<file path="src/rtl/int_isq_pkg.sv">
// rtl/int_isq_pkg.sv - shared types, widths and robid age helper for the integer issue buffer
package int_isq_pkg;

    localparam int INSTR_W      = 32;
    localparam int PC_W         = 32;
    localparam int ROB_SIZE_LOG = 5;
    localparam int ROBID_W      = ROB_SIZE_LOG + 1;
    localparam int SQ_SIZE_LOG  = 4;
    localparam int SQID_W       = SQ_SIZE_LOG + 1;
    localparam int PREG_W       = 6;
    localparam int SRC_W        = 64;
    localparam int RESULT_W     = 64;

    typedef struct packed {
        logic [2:0]      cx_type;
        logic [3:0]      alu_type;
        logic [2:0]      muldiv_type;
        logic            is_unsigned;
        logic            is_imm;
        logic            is_word;
        logic            need_to_wb;
        logic            predict_taken;
        logic [PC_W-1:0] predict_target;
    } int_ctrl_t;

    localparam int INT_CTRL_W = $bits(int_ctrl_t);

    typedef struct packed {
        logic               valid;
        logic               rdy1;
        logic               rdy2;
        logic [INSTR_W-1:0] instr;
        logic [PC_W-1:0]    pc;
        logic [ROBID_W-1:0] robid;
        logic [SQID_W-1:0]  sqid;
        logic [PREG_W-1:0]  prs1;
        logic [PREG_W-1:0]  prs2;
        logic [SRC_W-1:0]   src1;
        logic [SRC_W-1:0]   src2;
        logic [PREG_W-1:0]  prd;
        logic [SRC_W-1:0]   imm;
        int_ctrl_t          ctrl;
    } isq_entry_t;

    // True when a is younger than b; the MSB is the ROB wrap bit.
    function automatic logic robid_younger(input logic [ROBID_W-1:0] a,
                                           input logic [ROBID_W-1:0] b);
        return (a[ROBID_W-1] != b[ROBID_W-1]) ^
               (a[ROB_SIZE_LOG-1:0] > b[ROB_SIZE_LOG-1:0]);
    endfunction

endpackage

</file>
<file path="src/rtl/int_issue_buffer_age_squash.sv">
// rtl/int_issue_buffer_age_squash.sv - per-entry younger-than-flush mask and surviving prefix length
module isq_age_squash
    import int_isq_pkg::*;
#(
    parameter int DEPTH = 8,
    parameter int PTR_W = $clog2(DEPTH)
) (
    input  logic [DEPTH-1:0]              valid,
    input  logic [DEPTH-1:0][ROBID_W-1:0] robid,
    input  logic [PTR_W-1:0]              head_idx,
    input  logic [ROBID_W-1:0]            flush_robid,
    output logic [DEPTH-1:0]              younger,
    output logic [PTR_W:0]                survivors
);

    logic [PTR_W-1:0] idx;
    logic             open;

    always_comb begin
        younger = '0;
        for (int i = 0; i < DEPTH; i++) begin
            younger[i] = valid[i] && robid_younger(robid[i], flush_robid);
        end
    end

    // Walk from head; the first squashed or empty slot ends the surviving run.
    always_comb begin
        survivors = '0;
        open      = 1'b1;
        idx       = '0;
        for (int i = 0; i < DEPTH; i++) begin
            idx = head_idx + PTR_W'(i);
            if (open && valid[idx] && !younger[idx]) begin
                survivors = survivors + {{PTR_W{1'b0}}, 1'b1};
            end else begin
                open = 1'b0;
            end
        end
    end

endmodule

</file>
<file path="src/rtl/int_issue_buffer.sv">
// rtl/int_issue_buffer.sv - in-order integer issue buffer with writeback wakeup and branch squash
module int_issue_buffer
    import int_isq_pkg::*;
#(
    parameter int DEPTH = 8,
    parameter int PTR_W = $clog2(DEPTH)
) (
    input  logic                  clock,
    input  logic                  reset_n,
    input  logic                  disp_valid,
    output logic                  disp_ready,
    input  logic [INSTR_W-1:0]    disp_instr,
    input  logic [PC_W-1:0]       disp_pc,
    input  logic [ROBID_W-1:0]    disp_robid,
    input  logic [SQID_W-1:0]     disp_sqid,
    input  logic [PREG_W-1:0]     disp_prs1,
    input  logic [PREG_W-1:0]     disp_prs2,
    input  logic [SRC_W-1:0]      disp_src1,
    input  logic [SRC_W-1:0]      disp_src2,
    input  logic                  disp_src1_rdy,
    input  logic                  disp_src2_rdy,
    input  logic [PREG_W-1:0]     disp_prd,
    input  logic [SRC_W-1:0]      disp_imm,
    input  logic [INT_CTRL_W-1:0] disp_ctrl,
    output logic                  int_instr_valid,
    input  logic                  int_instr_ready,
    output logic [INSTR_W-1:0]    int_instr,
    output logic [PC_W-1:0]       int_pc,
    output logic [ROBID_W-1:0]    int_robid,
    output logic [SQID_W-1:0]     int_sqid,
    output logic [SRC_W-1:0]      int_src1,
    output logic [SRC_W-1:0]      int_src2,
    output logic [PREG_W-1:0]     int_prd,
    output logic [SRC_W-1:0]      int_imm,
    output logic [INT_CTRL_W-1:0] int_ctrl,
    input  logic                  intwb0_instr_valid,
    input  logic                  intwb0_need_to_wb,
    input  logic [PREG_W-1:0]     intwb0_prd,
    input  logic [RESULT_W-1:0]   intwb0_result,
    input  logic                  flush_valid,
    input  logic [ROBID_W-1:0]    flush_robid
);

    localparam logic [PTR_W:0] FULL_CNT = (PTR_W + 1)'(DEPTH);

    isq_entry_t entries [DEPTH];

    logic [PTR_W:0]                head, tail, count, survivors;
    logic [PTR_W-1:0]              head_idx, tail_idx;
    logic                          full, wb, do_disp, do_issue;
    logic                          wake1_in, wake2_in;
    logic [DEPTH-1:0]              valid_vec, younger;
    logic [DEPTH-1:0][ROBID_W-1:0] robid_vec;
    isq_entry_t                    head_e, new_e;

    assign head_idx = head[PTR_W-1:0];
    assign tail_idx = tail[PTR_W-1:0];
    assign count    = tail - head;
    assign full     = (count == FULL_CNT);
    assign wb       = intwb0_instr_valid && intwb0_need_to_wb;
    assign head_e   = entries[head_idx];

    assign disp_ready      = !full && !flush_valid;
    assign int_instr_valid = head_e.valid && head_e.rdy1 && head_e.rdy2 && !flush_valid;
    assign do_disp         = disp_valid && disp_ready;
    assign do_issue        = int_instr_valid && int_instr_ready;

    assign int_instr = head_e.instr;
    assign int_pc    = head_e.pc;
    assign int_robid = head_e.robid;
    assign int_sqid  = head_e.sqid;
    assign int_src1  = head_e.src1;
    assign int_src2  = head_e.src2;
    assign int_prd   = head_e.prd;
    assign int_imm   = head_e.imm;
    assign int_ctrl  = head_e.ctrl;

    always_comb begin
        valid_vec = '0;
        robid_vec = '0;
        for (int i = 0; i < DEPTH; i++) begin
            valid_vec[i] = entries[i].valid;
            robid_vec[i] = entries[i].robid;
        end
    end

    isq_age_squash #(
        .DEPTH (DEPTH),
        .PTR_W (PTR_W)
    ) u_age_squash (
        .valid       (valid_vec),
        .robid       (robid_vec),
        .head_idx    (head_idx),
        .flush_robid (flush_robid),
        .younger     (younger),
        .survivors   (survivors)
    );

    // An op whose producer writes back in its dispatch cycle is captured on the way in.
    assign wake1_in = wb && !disp_src1_rdy && (disp_prs1 == intwb0_prd);
    assign wake2_in = wb && !disp_src2_rdy && (disp_prs2 == intwb0_prd);

    always_comb begin
        new_e       = '0;
        new_e.valid = 1'b1;
        new_e.rdy1  = disp_src1_rdy || wake1_in;
        new_e.rdy2  = disp_src2_rdy || wake2_in;
        new_e.instr = disp_instr;
        new_e.pc    = disp_pc;
        new_e.robid = disp_robid;
        new_e.sqid  = disp_sqid;
        new_e.prs1  = disp_prs1;
        new_e.prs2  = disp_prs2;
        new_e.src1  = wake1_in ? intwb0_result : disp_src1;
        new_e.src2  = wake2_in ? intwb0_result : disp_src2;
        new_e.prd   = disp_prd;
        new_e.imm   = disp_imm;
        new_e.ctrl  = int_ctrl_t'(disp_ctrl);
    end

    always_ff @(posedge clock) begin
        if (!reset_n) begin
            head <= '0;
            tail <= '0;
            for (int i = 0; i < DEPTH; i++) begin
                entries[i].valid <= 1'b0;
                entries[i].rdy1  <= 1'b0;
                entries[i].rdy2  <= 1'b0;
            end
        end else begin
            for (int i = 0; i < DEPTH; i++) begin
                if (wb && entries[i].valid) begin
                    if (!entries[i].rdy1 && (entries[i].prs1 == intwb0_prd)) begin
                        entries[i].src1 <= intwb0_result;
                        entries[i].rdy1 <= 1'b1;
                    end
                    if (!entries[i].rdy2 && (entries[i].prs2 == intwb0_prd)) begin
                        entries[i].src2 <= intwb0_result;
                        entries[i].rdy2 <= 1'b1;
                    end
                end
                if (flush_valid && younger[i]) begin
                    entries[i].valid <= 1'b0;
                end
            end
            if (do_issue) begin
                entries[head_idx].valid <= 1'b0;
                head                    <= head + {{PTR_W{1'b0}}, 1'b1};
            end
            if (do_disp) begin
                entries[tail_idx] <= new_e;
                tail              <= tail + {{PTR_W{1'b0}}, 1'b1};
            end
            if (flush_valid) begin
                tail <= head + survivors;
            end
        end
    end

endmodule

</file>
<file path="config.mk">
export PLATFORM = sky130hd
export DESIGN_NAME = int_issue_buffer
export DESIGN_NICKNAME = d
export VERILOG_FILES = /design/src/rtl/int_isq_pkg.sv /design/src/rtl/int_issue_buffer_age_squash.sv /design/src/rtl/int_issue_buffer.sv
export SDC_FILE = /design/constraint.sdc
export NUM_CORES = 2
export LEC_CHECK = 0
export CORE_MARGIN = 2
export CORE_UTILIZATION = 43
export DETAILED_ROUTE_END_ITERATION = 12
export PLACE_DENSITY_LB_ADDON = 0.12
export REMOVE_ABC_BUFFERS = 1
export SLEW_MARGIN = 10
export SYNTH_ARGS = -nofsm -noshare
export SYNTH_HDL_FRONTEND = slang
export SYNTH_HIERARCHICAL = 1
export SYNTH_SLANG_ARGS = --single-unit
</file>
<file path="constraint.sdc">
create_clock -name clock -period 11 [get_ports clock]
set_input_delay 1.1 -clock clock [delete_from_list [all_inputs] [get_ports clock]]
set_output_delay 1.1 -clock clock [all_outputs]
set_load 0.03 [all_outputs]
</file>
* After elaboration in Yosys (flattened, before gate mapping) *
Memories as Yosys holds them, arrays and structs flattened. A register that Yosys moved wholly into a read port is not among the register bits.
Cells that the tools add are included.

word-level totals
  register bits = 8
  RAM bits = 2680
  output and inout port bits = 322
  word-level logic and storage cells = 365
  memories kept = 1

memory list
  memory   words  width  rd ports  clocked after memory_dff  wr ports  line                    text
  entries  8      335    9         1                         10        int_issue_buffer.sv:46  isq_entry_t entries [DEPTH];

operators by class
  add/sub/neg operators = 18
  magnitude comparators = 16
  equal/unequal tests = 27
  mux-type cells = 172
  bitwise operators = 32
  reduce and logical (&&, ||, !) cells = 97

operators by type and width
  kind                                                                          number
  1-bit 2-to-1 mux                                                              143
  64-bit 2-to-1 mux                                                             2
  6-bit equality test                                                           18
  1-bit logical AND                                                             66
  1-bit binary-select mux with 3-bit select                                     16
  5-bit greater-than comparator                                                 8
  4-bit by 1-bit adder with 4-bit output, second input constant                 9
  4-bit 2-to-1 mux                                                              9
  3-bit by 4-bit less-than comparator with 1-bit output, second input constant  8
  1-bit logical NOT                                                             28
  1-bit bitwise OR                                                              24
  3-bit adder, second input constant                                            4
  1-bit inequality test                                                         8
  1-bit XOR                                                                     8
  3-bit by 2-bit adder with 3-bit output, second input constant                 2
  3-bit 2-to-1 mux                                                              2
  4-bit adder                                                                   1
  4-bit equality test, second input constant                                    1
  4-bit subtractor                                                              1
  3-bit by 1-bit adder with 3-bit output, second input constant                 1
  1-bit logical OR                                                              2
  2-bit nonzero test                                                            1

* Logic depth before layout (Yosys ltp) *
An unclocked memory read counts as a cell.

  depth in word-level cells = 32
  gate-level depth with buffers = 33

* Cells and area by module *
The synthesis kept the hierarchy.

modules (own cells, without submodules)
  module            times used  cells each  area an instance (sq um)  seq. area each (sq um)
  int_issue_buffer  1           5691        114114.4                  80537.2
  isq_age_squash    1           393         3036.7                    0.0

* Least setup slack after synthesis *
Ideal clock, no wire load.

  path kind = input-to-reg
  start point = in flush_valid
  end point = mem entries[3][185] (netlist bit), data pin
  library setup time = 0.131 ns
  arrival = 7.262 ns
  data required time = 10.869 ns
  setup slack = 3.607 ns
  stages = 9
  buffers on the path = 2
  cells stage by stage = clkbuf_1 > nand2b_1 > nor2_8 > nand4_1 > inv_1 > nand2_1 > o21ai_4 > buf_2 > a22o_1

RTL lines
  what         line                    text
  from (decl)  int_issue_buffer.sv:40  input logic flush_valid,
  to (decl)    int_issue_buffer.sv:46

* Final worst setup path *
  start point = in flush_robid[3]
  end point = reg tail[3]

on the way
  word-level cells in the longest chain between the ends = 31
  elaborated cells on any way between the ends = 87
  classes of those cells = add/sub (8); order compare (8); mux (32); bitwise (8); reduce/logical (31)

ends and longest elaborated chain
  what                                                                    line                               text
  from (decl)                                                             int_issue_buffer.sv:41             input logic [ROBID_W-1:0] flush_robid
  branches (longest 28 deep; another with 5-bit greater-than comparator)  -
  4-bit 2-to-1 mux *                                                      int_issue_buffer_age_squash.sv:33  if (open && valid[idx] && !younger[idx]) begin
  named net survivors[2]                                                  int_issue_buffer.sv:48             logic [PTR_W:0] head, tail, count, survivors;
  4-bit adder *                                                           int_issue_buffer.sv:155            tail <= head + survivors;
  4-bit 2-to-1 mux *                                                      int_issue_buffer.sv:154            if (flush_valid) begin
  to (signal assigned)                                                    int_issue_buffer.sv:152            tail <= tail + {{PTR_W{1'b0}}, 1'b1};
  to (signal assigned)                                                    int_issue_buffer.sv:155
  to (decl)                                                               int_issue_buffer.sv:48

Mark *: on every way through the listed nets, which the timed path passes. The select of a mux whose other input is x is not followed.
A chain may end at the register's enable or synchronous reset.

==> reports/metrics.cfg <==
[die]
start_util_pct = 43.2
die_area_um2 = 277000
fp-row-count = 191
die_width_um = 526
die_h_um = 526
pin_count = 739
core-area_um2 = 271000

[logic_synthesis]
syn_area_per_cell_um2 = 19.3
ys_warn_count = 6
ys_seq_area_share_pct = 68.7
ys_async_sr_fraction_pct = 0
synthTopCellsByArea = edfxtp_1 68%, mux4_2 12%, mux2_2 7.7%, a22o_1 2.9%, nand2_1 0.92%
synthTopCellsByCount = 2664 x edfxtp_1, 800 x mux2_2, 643 x mux4_2
yosysMostFrequentCell = edfxtp_1
syn_area_um2 = 117000
yosysUniqueCellTypes = 110
ys.flop_type = edfxtp_1
synth_edf_count = 2664
yosysTopAreaCell = edfxtp_1
synth_top_area_share_pct = 68.3
synth_seq_cells = 2691
syn_inst = 6084

[sta]
max_freq_mhz = 140
finalWorstSetupSlack_ns = 3.86
hold_violations = 0
timing.final.crit_period_ns = 7.14
maxSlewHeadroom_pct = 18.6
min_period_over_period_pct = 64.9
finalSetupTns_ns = 0
finalSetupViolations = 0
clock_skew_ns = 0.0632
rsz0062_at_grt = no
drv_slew = 0
hold_slack_ns = 0.608
worst_pin_slew_ns = 1.22

[setup_path]
critPathLaunchType = input port
worst_path_most_repeated_cell = ha_1
critPathKind = input port to flop
cp.required_ns = 11.74
rr_startpoint = head[0]
worst_ep_arrival_time_ns = 7.88
rrSetupSlack_ns = 4.20
r2r_end = tail[3]
worstPathMaxFanout = 8
reg2regPathDepth = 29
end_kind = flop
cpPeakStageDelay_ns = 0.55
cp_slowest_cell = clkdlybuf4s50_1

[power]
leakage_nw = 43.7
finalPower_mw = 21.9
powerDensity_nw_per_um2 = 159
ir_worst_vdd_mv = 0.142

[clock_tree]
postCtsHoldBufs = 0
post_cts_buffers = 0
cts_tree = done
root_buffer = clkbuf_16
htreeDepth = 5
insertion_delay_ns = 0.92
cts_made_buffers = 299
clkSinkCount = 2691
post_cts_resized = 0
cts.clk_slew.worst_paths_ns = 0.05
clock_path_buffers = 4

[route]
top_layer = met5
ant_nets = 0
drt_iter0_drc = 5841
drt_wl_total_mm = 343
dr_wl_met3_mm = 33.5
first_pass_iters = 6
via_per_inst = 6.00
wire_per_inst_um = 32.2
wl_met2_mm = 162
drc = 0
vias = 63801
met1Wirelength_mm = 138

[global_route]
grt_pass1_vias = 66002
antenna_found_initial = 111
grt_pass1_wl_mm = 489
grt_max_degree = 139
grt_overflow = 0
grt_usage_pct = 24.4

[worst_hold_path]
hold_path_class = flop to flop
hold_end = entries[4][332]
hold_start = entries[4][332]
min_path_cells = 3

[job]
drv_cap = 0

[cells_and_area]
drive_above_1_share_pct = 28.9
syn_to_final_growth_pct = 17.3
fillers = 21933
finalCoreUtilization_pct = 50.7
fin_nets = 7265

[placement]
dp_hpwl_mm = 193
portBuffers = 738
globalplace.congestion = 0.814
place_ws_ns = 3.01

[outcome]
status = completed

registers in the layout, indices dropped and copies added (netlist names), named ones only:
register	flops
entries	2680
tail	4
head	4
stage by stage:
step                      cell area, um2  std cells
after floorplan                   115000       5644
after global placement            128000      10061
after detailed placement          128000      10061
after CTS                         137000      10602
after global routing              137000      10622
final                             137000      10638
layout by cell type (no fill, tap or decap), types with 29 or more instances in the layout:
cell,netlist,layout
nand3_1,33,33
mux4_2,643,643
clkbuf_1,242,69
clkinv_1,0,85
nor3_1,33,32
xor2_1,108,108
mux2_1,35,35
ha_1,55,55
o2bb2ai_1,67,67
nand4_1,29,29
xnor2_1,37,37
a22o_1,384,384
mux2_2,800,800
clkbuf_16,0,308
diode_2,0,36
clkinv_2,0,43
a21oi_1,40,40
clkdlybuf4s50_1,0,738
buf_4,39,97
edfxtp_1,2664,2664
inv_1,46,40
nand2_1,287,271
o21ai_0,88,88
layout make-up:
cell class,count,area (um2),share of cell area [%]
Inverter,49,244,0.178
Timing Repair Buffer,847,8360,6.08
Sequential cell,2691,80500,58.6
Tap cell,3570,4470,3.25
Antenna cell,36,90.1,0.0656
Clock buffer,378,7980,5.81
Multi-Input combinational cell,2904,34500,25.1
Clock inverter,163,1220,0.885
kinds of logic after synthesis:
logic type | Yosys count | synth area share, %
compound gates | 667 | 4.65
buf+inv | 489 | 2.00
xor+xnor | 149 | 1.16
fa+ha+maj | 56 | 0.605
simple gates | 535 | 2.27
mux | 1497 | 20.6
flops | 2691 | 68.7
where the power goes:
| group | internal (mW) | switching, mW |
|---|---|---|
| combinational | 0.423 | 0.597 |
| sequential | 11.3 | 0.0212 |
| clock | 5.41 | 4.10 |
worst max-delay path, delay by kind of cell:
| family | cells | cell delay [ns] |
|---|---|---|
| compound gates | 5 | 1.30 |
| simple gates | 8 | 1.32 |
| xor+xnor | 5 | 0.69 |
| fa+ha+maj | 6 | 1.78 |
| mux | 5 | 0.78 |
| buf+inv | 4 | 0.90 |
worst max-delay path by stage:
stage / start / endpoint / slack [ns] / cells past startpoint
floorplan: flop / int_instr_valid / -18.48 / 2
global placement: flush_robid[3] / tail[3] / 3.00 / 33
detailed placement: flush_robid[3] / tail[3] / 3.01 / 33
CTS: flush_robid[3] / tail[3] / 3.92 / 33
global route: flush_robid[3] / tail[3] / 3.25 / 33
finish: flush_robid[3] / tail[3] / 3.86 / 33
layer usage:
layer  up-vias  track usage, %
met5         -               0
li1      26663               -
met3       569            7.91
met2      2444            38.5
met4       112            7.05
met1     34013            32.3
Note: power is estimated with default switching activity, not from simulation.
